$ cat src/rtl/iir_sample_feeder.sv
// Upstream feeder for the folded 2-tap IIR filter: buffers stream samples in a
// small FIFO and presents one sample per two-cycle fold period with its phase select.
module iir_sample_feeder #(
    parameter int unsigned N     = 16,
    parameter int unsigned DEPTH = 4
) (
    input  logic                     clk,
    input  logic                     rst,
    input  logic                     run,
    input  logic [N-1:0]             in_data,
    input  logic                     in_valid,
    output logic                     in_ready,
    output logic [N-1:0]             x,
    output logic                     clkm,
    output logic                     x_valid,
    output logic                     underrun,
    output logic [7:0]               underrun_cnt,
    output logic [$clog2(DEPTH):0]   level
);

    localparam int unsigned AW = $clog2(DEPTH);
    localparam int unsigned LW = AW + 1;

    typedef enum logic [1:0] {
        IDLE = 2'd0,
        PH0  = 2'd1,
        PH1  = 2'd2
    } state_t;

    state_t        state;
    logic [N-1:0]  mem [DEPTH];
    logic [AW-1:0] rd_ptr;
    logic [AW-1:0] wr_ptr;

    logic load_c;
    logic empty_c;
    logic push_c;
    logic pop_c;

    // in_ready depends on level only, so a same-edge pop never admits a push into a full FIFO
    assign in_ready = (level < LW'(DEPTH));
    assign empty_c  = (level == '0);
    assign push_c   = in_valid && in_ready;
    // A load happens on every edge that enters PH0; run is only consulted here
    assign load_c   = run && ((state == IDLE) || (state == PH1));
    assign pop_c    = load_c && !empty_c;

    // Sample storage; no reset needed since level gates every read
    always_ff @(posedge clk) begin
        if (push_c) begin
            mem[wr_ptr] <= in_data;
        end
    end

    // FIFO pointers and occupancy
    always_ff @(posedge clk or posedge rst) begin
        if (rst) begin
            rd_ptr <= '0;
            wr_ptr <= '0;
            level  <= '0;
        end else begin
            if (push_c) begin
                wr_ptr <= wr_ptr + AW'(1);
            end
            if (pop_c) begin
                rd_ptr <= rd_ptr + AW'(1);
            end
            case ({push_c, pop_c})
                2'b10:   level <= level + LW'(1);
                2'b01:   level <= level - LW'(1);
                default: level <= level;
            endcase
        end
    end

    // Fold-phase sequencer with registered x/clkm/x_valid/underrun outputs
    always_ff @(posedge clk or posedge rst) begin
        if (rst) begin
            state        <= IDLE;
            clkm         <= 1'b0;
            x            <= '0;
            x_valid      <= 1'b0;
            underrun     <= 1'b0;
            underrun_cnt <= '0;
        end else begin
            underrun <= 1'b0;
            case (state)
                IDLE: begin
                    if (run) begin
                        state <= PH0;
                        clkm  <= 1'b1;
                    end
                end
                PH0: begin
                    state <= PH1;
                    clkm  <= 1'b0;
                end
                PH1: begin
                    if (run) begin
                        state <= PH0;
                        clkm  <= 1'b1;
                    end else begin
                        state   <= IDLE;
                        clkm    <= 1'b0;
                        x       <= '0;
                        x_valid <= 1'b0;
                    end
                end
                default: begin
                    state   <= IDLE;
                    clkm    <= 1'b0;
                    x       <= '0;
                    x_valid <= 1'b0;
                end
            endcase

            // An empty FIFO at load time yields a zero filler, since the filter cannot stall
            if (load_c) begin
                if (!empty_c) begin
                    x       <= mem[rd_ptr];
                    x_valid <= 1'b1;
                end else begin
                    x        <= '0;
                    x_valid  <= 1'b0;
                    underrun <= 1'b1;
                    if (underrun_cnt != 8'hFF) begin
                        underrun_cnt <= underrun_cnt + 8'd1;
                    end
                end
            end
        end
    end

endmodule

$ cat config.mk
export PLATFORM = sky130hd
export DESIGN_NAME = iir_sample_feeder
export DESIGN_NICKNAME = d
export VERILOG_FILES = /design/src/rtl/iir_sample_feeder.sv
export SDC_FILE = /design/constraint.sdc
export NUM_CORES = 1
export LEC_CHECK = 0
export CAP_MARGIN = 25
export CORE_ASPECT_RATIO = 0.75
export CORE_MARGIN = 2
export CORE_UTILIZATION = 49
export DETAILED_ROUTE_END_ITERATION = 8
export PLACE_DENSITY = 0.74
export REMOVE_ABC_BUFFERS = 1
export SLEW_MARGIN = 20
export SYNTH_ARGS = -nofsm -noshare
export SYNTH_HDL_FRONTEND = slang
export SYNTH_SLANG_ARGS = --single-unit
$ cat constraint.sdc
create_clock -name clk -period 2.2 [get_ports clk]
set_clock_uncertainty 0.15 [all_clocks]
set_input_delay 0.55 -clock clk [delete_from_list [all_inputs] [get_ports clk]]
set_output_delay 0.55 -clock clk [all_outputs]
set_load 0.005 [all_outputs]
# Word level (Yosys, flattened, before mapping)
# Memory sizes are Yosys's and may differ from the RTL's.
# Cells that the tools add are included.
[op_classes] magnitude_cmp=1 n_eq_ne=8 muxes=19 n_reduce_logical=11 add_sub_neg=5
[ops] op="$mux 16" n=3
[ops] op="$pmux 16 s2" n=1
[ops] op="$mux 1" n=10
[ops] op="$add 8x1->8 const B" n=1
[ops] op="$ne 8x8->1 const B" n=1
[ops] op="$pmux 2 s3" n=1
[ops] op="$pmux 3 s2" n=1
[ops] op="$add 2x1->2 const B" n=2
[ops] op="$eq 2x1->1 const B" n=2
[ops] op="$eq 2x2->1 const B" n=2
[ops] op="$pmux 1 s2" n=2
[ops] op="$add 3x1->3 const B" n=1
[ops] op="$logic_and 1x1->1" n=3
[ops] op="$logic_not 3->1" n=1
[ops] op="$lt 3x3->1 const B" n=1
[ops] op="$ne 3x3->1 const B" n=1
[ops] op="$reduce_and 3->1" n=1
[ops] op="$sub 3x1->3 const B" n=1
[ops] op="$logic_not 2->1" n=1
[ops] op="$mux 2" n=1
[ops] op="$ne 2x1->1 const B" n=1
[ops] op="$ne 2x2->1 const B" n=1
[ops] op="$reduce_and 2->1" n=1
[ops] op="$reduce_bool 2->1" n=1
[ops] op="3 further kinds" n=3
[word_totals] out_inout_bits=31 wordCells=54 ff_bits=36 ramBits=64 inputBits=20 n_memories=1
[mem_list] memory="mem" words=4 width=16 read_ports=1 rd_ports_with_merged_regs=0 write_ports=1 line_no="31" text="logic [N-1:0] mem [DEPTH];"

# Longest topological paths before layout
[logic_depth] ltp_word=6 depth_mapped=9

# Worst setup path after synthesis
# OpenSTA, ideal clock, no wires.
[synth_timing] kind="in2reg" startpoint="input run" endpoint="register level[2]" t_arrival_ns=2.020 cell_stages=9 path_buffers=1 setup_slack_ns=-0.050 setup_ns=0.080 cell_sequence="nor2b_2 -> nor2b_1 -> buf_2 -> ha_1 -> inv_1 -> fa_1 -> xor2_1 -> nor2_1 -> xnor2_1"
[synth_via] elab_chain_len=4
[synth_lines] element="from (decl)" line_no="9" text="input logic run,"
[synth_lines] element="$logic_and 1x1->1 *" line_no="45" text="assign load_c = run && ((state == IDLE) || (state == PH1));"
[synth_lines] element="$logic_and 1x1->1 *" line_no="46" text="assign pop_c = load_c && !empty_c;"
[synth_lines] element="named net pop_c" line_no="38" text="logic pop_c;"
[synth_lines] element="$eq 2x1->1 / $eq 2x2->1 (equally long branches)" line_no="68" text="case ({push_c, pop_c})"
[synth_lines] element="$pmux 3 s2 / $reduce_bool 2->1 (equally long branches)"
[synth_lines] element="to (signal assigned)" line_no="69" text="2'b10: level <= level + LW'(1);"
[synth_lines] element="to (signal assigned)" line_no="70" text="2'b01: level <= level - LW'(1);"
[synth_lines] element="to (signal assigned)" line_no="71" text="default: level <= level;"
[synth_lines] element="to (decl)" line_no="18" text="output logic [$clog2(DEPTH):0] level"
# The timed path passes the listed nets; every way through them passes the cells marked *.
# A chain may end at the register's enable or synchronous reset.

# Final worst setup path
[layout_timing] startpoint="register level[2]" endpoint="output in_ready"
[layout_via] elab_chain_len=1
[layout_lines] element="$lt 3x3->1" line_no="41" text="assign in_ready = (level < LW'(DEPTH));"
[layout_lines] element="to (decl)" line_no="12" text="output logic in_ready,"
# No other way between the ends.

==> Implementation_results.wiki <==
{| class="wikitable"
! Metric !! Value
|-
| Status || complete, no violations
|-
| Endpoint of the worst hold path || state[1]
|-
| Number of instances in the synthesized netlist || 208
|-
| Number of standard-cell rows in the floorplan || 28
|-
| Number of nets with antenna violations after routing || 0
|-
| Top delay family on crit path || buffers and inverters
|-
| Basic-gate share of the synthesized area counting and, or, nand and nor cells || 4.63%
|-
| Clock sink count || 100
|-
| P_leak || 1.89 nW
|-
| Area used by multi-input combinational logic || 982 µm²
|-
| Synthesis Warnings || 0
|-
| Worst path slowest cell || sky130_fd_sc_hd__clkdlybuf4s50_1
|-
| Arrival time of the worst setup path || 1.39 ns
|-
| Share of the clock period used by the worst path after layout || 94.8%
|-
| Synth top area cells || sky130_fd_sc_hd__edfxtp_1 49%, sky130_fd_sc_hd__dfrtp_1 23%, sky130_fd_sc_hd__mux4_1 5.4%
|-
| Cell variety after synth || 34
|-
| Via count of the first global-routing pass || 1988
|-
| Element type at the critical path start || register
|-
| Number of hold buffers added after cts || 0
|-
| Area of the placeable core || 7810 µm²
|-
| Combinational family with the most area after synthesis || multiplexers
|-
| Port Buffers || 50
|-
| Ratio of cells with drive above 1 in the final layout || 18.4%
|-
| Worst Max-Slew Pin Slew || 0.488 ns
|-
| Number of stages on the worst hold path || 1
|-
| Highest clock rate || 0.480 GHz
|-
| Clock transition at path regs || 0.09 ns
|-
| Half-perimeter wire length after placement || 4390 µm
|-
| Storage cell area || 2820 µm²
|-
| Bufs on Longest Clock Path || 2
|-
| Initial antenna violation count || 0
|-
| Maximum fanout along the worst path || 4
|-
| Mapped Area || 3890 µm²
|-
| Multiplexer fraction of the synthesized cell area || 11.4%
|-
| Most frequently used cell type in the post-synthesis netlist || sky130_fd_sc_hd__edfxtp_1
|-
| Sequential area share after synthesis || 72.5%
|-
| Clock latency at the later pin of the worst-skew pair || 0.36 ns
|-
| Last weighted congestion value of the routability-driven placer || 0.808
|-
| PD cells || 1120 nW/µm²
|-
| Proportion of netlist area held by the largest area contributor || 49.4%
|-
| Total congestion overflow || 0
|-
| Adder-Cell Fraction of Synth Area || 2.44%
|-
| Chip height || 81.2 µm
|-
| Top cells by instance count after synthesis || 64 x sky130_fd_sc_hd__edfxtp_1, 36 x sky130_fd_sc_hd__dfrtp_1, 16 x sky130_fd_sc_hd__a22o_1
|-
| H-tree level count || 3
|-
| Buffer type at the clock tree root || sky130_fd_sc_hd__clkbuf_8
|-
| Count of pins on the block boundary || 51
|-
| Post-synthesis sequential element count || 100
|-
| Routed via count || 2011
|-
| First-pass GRT wire length || 10500 µm
|-
| Reg-to-reg startpoint || state[0]
|-
| Worst vdd ir || 0.561 mV
|-
| Clock tree from TritonCTS || done
|-
| Cell type with the highest aggregate area in the netlist || sky130_fd_sc_hd__edfxtp_1
|-
| Number of gates on the worst path with buffers counted || 2
|-
| Share of async-settable or async-resettable flops after synthesis || 36.0%
|-
| Total of endpoints with negative setup slack in the final report || 0
|-
| Worst relative slew slack || 67.5%
|-
| Min-delay src || state[1]
|-
| Slowest stage delay, CP || 0.50 ns
|-
| Hold violation total from the final report || 0
|-
| Fin. max-slew vios || 0
|-
| Synth Area in Compound Gates || 4.53%
|-
| HP Class || reg2reg
|-
| Die width || 107 µm
|-
| Effective utilization at floorplan || 49.8%
|-
| Bufs and invs on worst path || 2
|-
| Setup repair after global routing missed its margin || false
|-
| Number of filler cells placed in the layout || 554
|-
| Minimum setup slack among reg-to-reg paths || 0.27 ns
|-
| DRC violations left || 0
|-
| DR WL/cell || 16.6 µm
|-
| Xor-xnor portion of the synthesized cell area || 1.80%
|-
| Layout overhead on the synthesized area || 25.6%
|-
| Overall power of the completed layout || 5.47 mW
|-
| Worst path cell trace || inv_1, clkdlybuf4s50_1
|-
| Avg Cell Area, Syn || 18.7 µm²
|-
| Final period demand of the worst path || 2.09 ns
|-
| Die outline area || 8680 µm²
|-
| Hold_ws || 0.318 ns
|-
| Number of flops mapped to enable cells by yosys || 64
|-
| Reg2reg path depth || 8
|-
| Total Routing Usage GR || 16.7%
|-
| Post-detailed-route via-to-cell ratio || 5.12
|-
| DR pass1 iterations || 4
|-
| Number of violations of the max-capacitance limit || 0
|-
| Total Wirelength || 6530 µm
|-
| Maximum number of pins on one net before global-route repair || 37
|-
| Worst reg2reg endpoint || level[2]
|-
| Number of violations reported at the end of detailed-routing iteration 0 || 75
|-
| Inserted Clock Buffers || 9
|-
| Post-layout net count || 310
|-
| Worst setup EP type || output port
|-
| Critical Path RT || 1.50 ns
|-
| Type of the worst setup path || reg2out
|-
| Top FF cell, synth || sky130_fd_sc_hd__edfxtp_1
|-
| Antenna diode instance count || 0
|}
## kinds of logic after synthesis
group | Yosys count
flops | 100
simple gates | 32
compound gates | 22
mux | 21
buf+inv | 18
xor+xnor | 8
fa+ha+maj | 7
## power by group
group	leakage [nW]	internal (mW)	switching [mW]
clock network	0.103	0.549	0.593
registers	1.04	2.42	0.201
logic	0.752	1.03	0.679
## state kept, by name, summed over array words and instances, names as in the netlist
name / cells
rd_ptr: 2
underrun_cnt: 8
level: 3
x: 16
mem: 64
state: 2
wr_ptr: 2
x_valid: 1
underrun: 1
clkm: 1
## how the worst max path moves through the flow
stage | start | end | slack [ns]
final | level[2] | in_ready | 0.11
after detailed placement | run | level[2] | -0.41
after floorplan | run | level[2] | -0.61
after global placement | run | level[2] | -0.38
after CTS | run | level[2] | 0.005
after global routing | level[2] | in_ready | 0.03
## layout make-up
cell class,instances,share of cell area [%]
well taps,105,2.69
repair buffers,73,14.6
clock inverters,4,0.538
flip-flops and latches,100,57.8
inverters,9,0.691
multi-input cells,90,20.1
clock buffers,12,3.64
## routing by layer
metal / vias up / wire length (µm) / global-route usage (%)
met5: - / 0 / 0
met4: 0 / 82 / 5.45
met3: 8 / 264 / 5.70
met2: 37 / 3090 / 25.5
met1: 1017 / 3100 / 22.9
li1: 949 / - / -
## through the flow
step | std cells | worst slack (ns) | setup TNS (ns) | area (µm²) | util, %
detailed placement | 376 | -0.409 | -0.879 | 4660 | 59.7
global route | 393 | 0.0335 | 0 | 4890 | 62.6
global placement | 376 | -0.381 | -0.791 | 4660 | 59.7
finish | 393 | 0.115 | 0 | 4890 | 62.6
CTS | 392 | 0.00481 | 0 | 4870 | 62.4
floorplan | 199 | -0.606 | -1.15 | 3820 | -
## cell usage in the layout (no fill, tap or decap), drive strengths merged, types with 3 or more instances in the layout
cell and instances:
edfxtp 64, clkdlybuf4s50 49, dfrtp 36, buf 23
a22o 16, mux4 16, clkbuf 12, inv 10
nand2 7, xnor2 6, and2 6, ha 6
nor2b 5, mux2 4, nor2 3, nand3 3
and3 3
## repair_timing
action | CTS | global route
endpoints found under the setup margin | 1 | 1
buffers inserted | 0 | 1
pin swaps | 0 | 1
resized for setup | 2 | 2
Power figures use the tool's default switching activity.
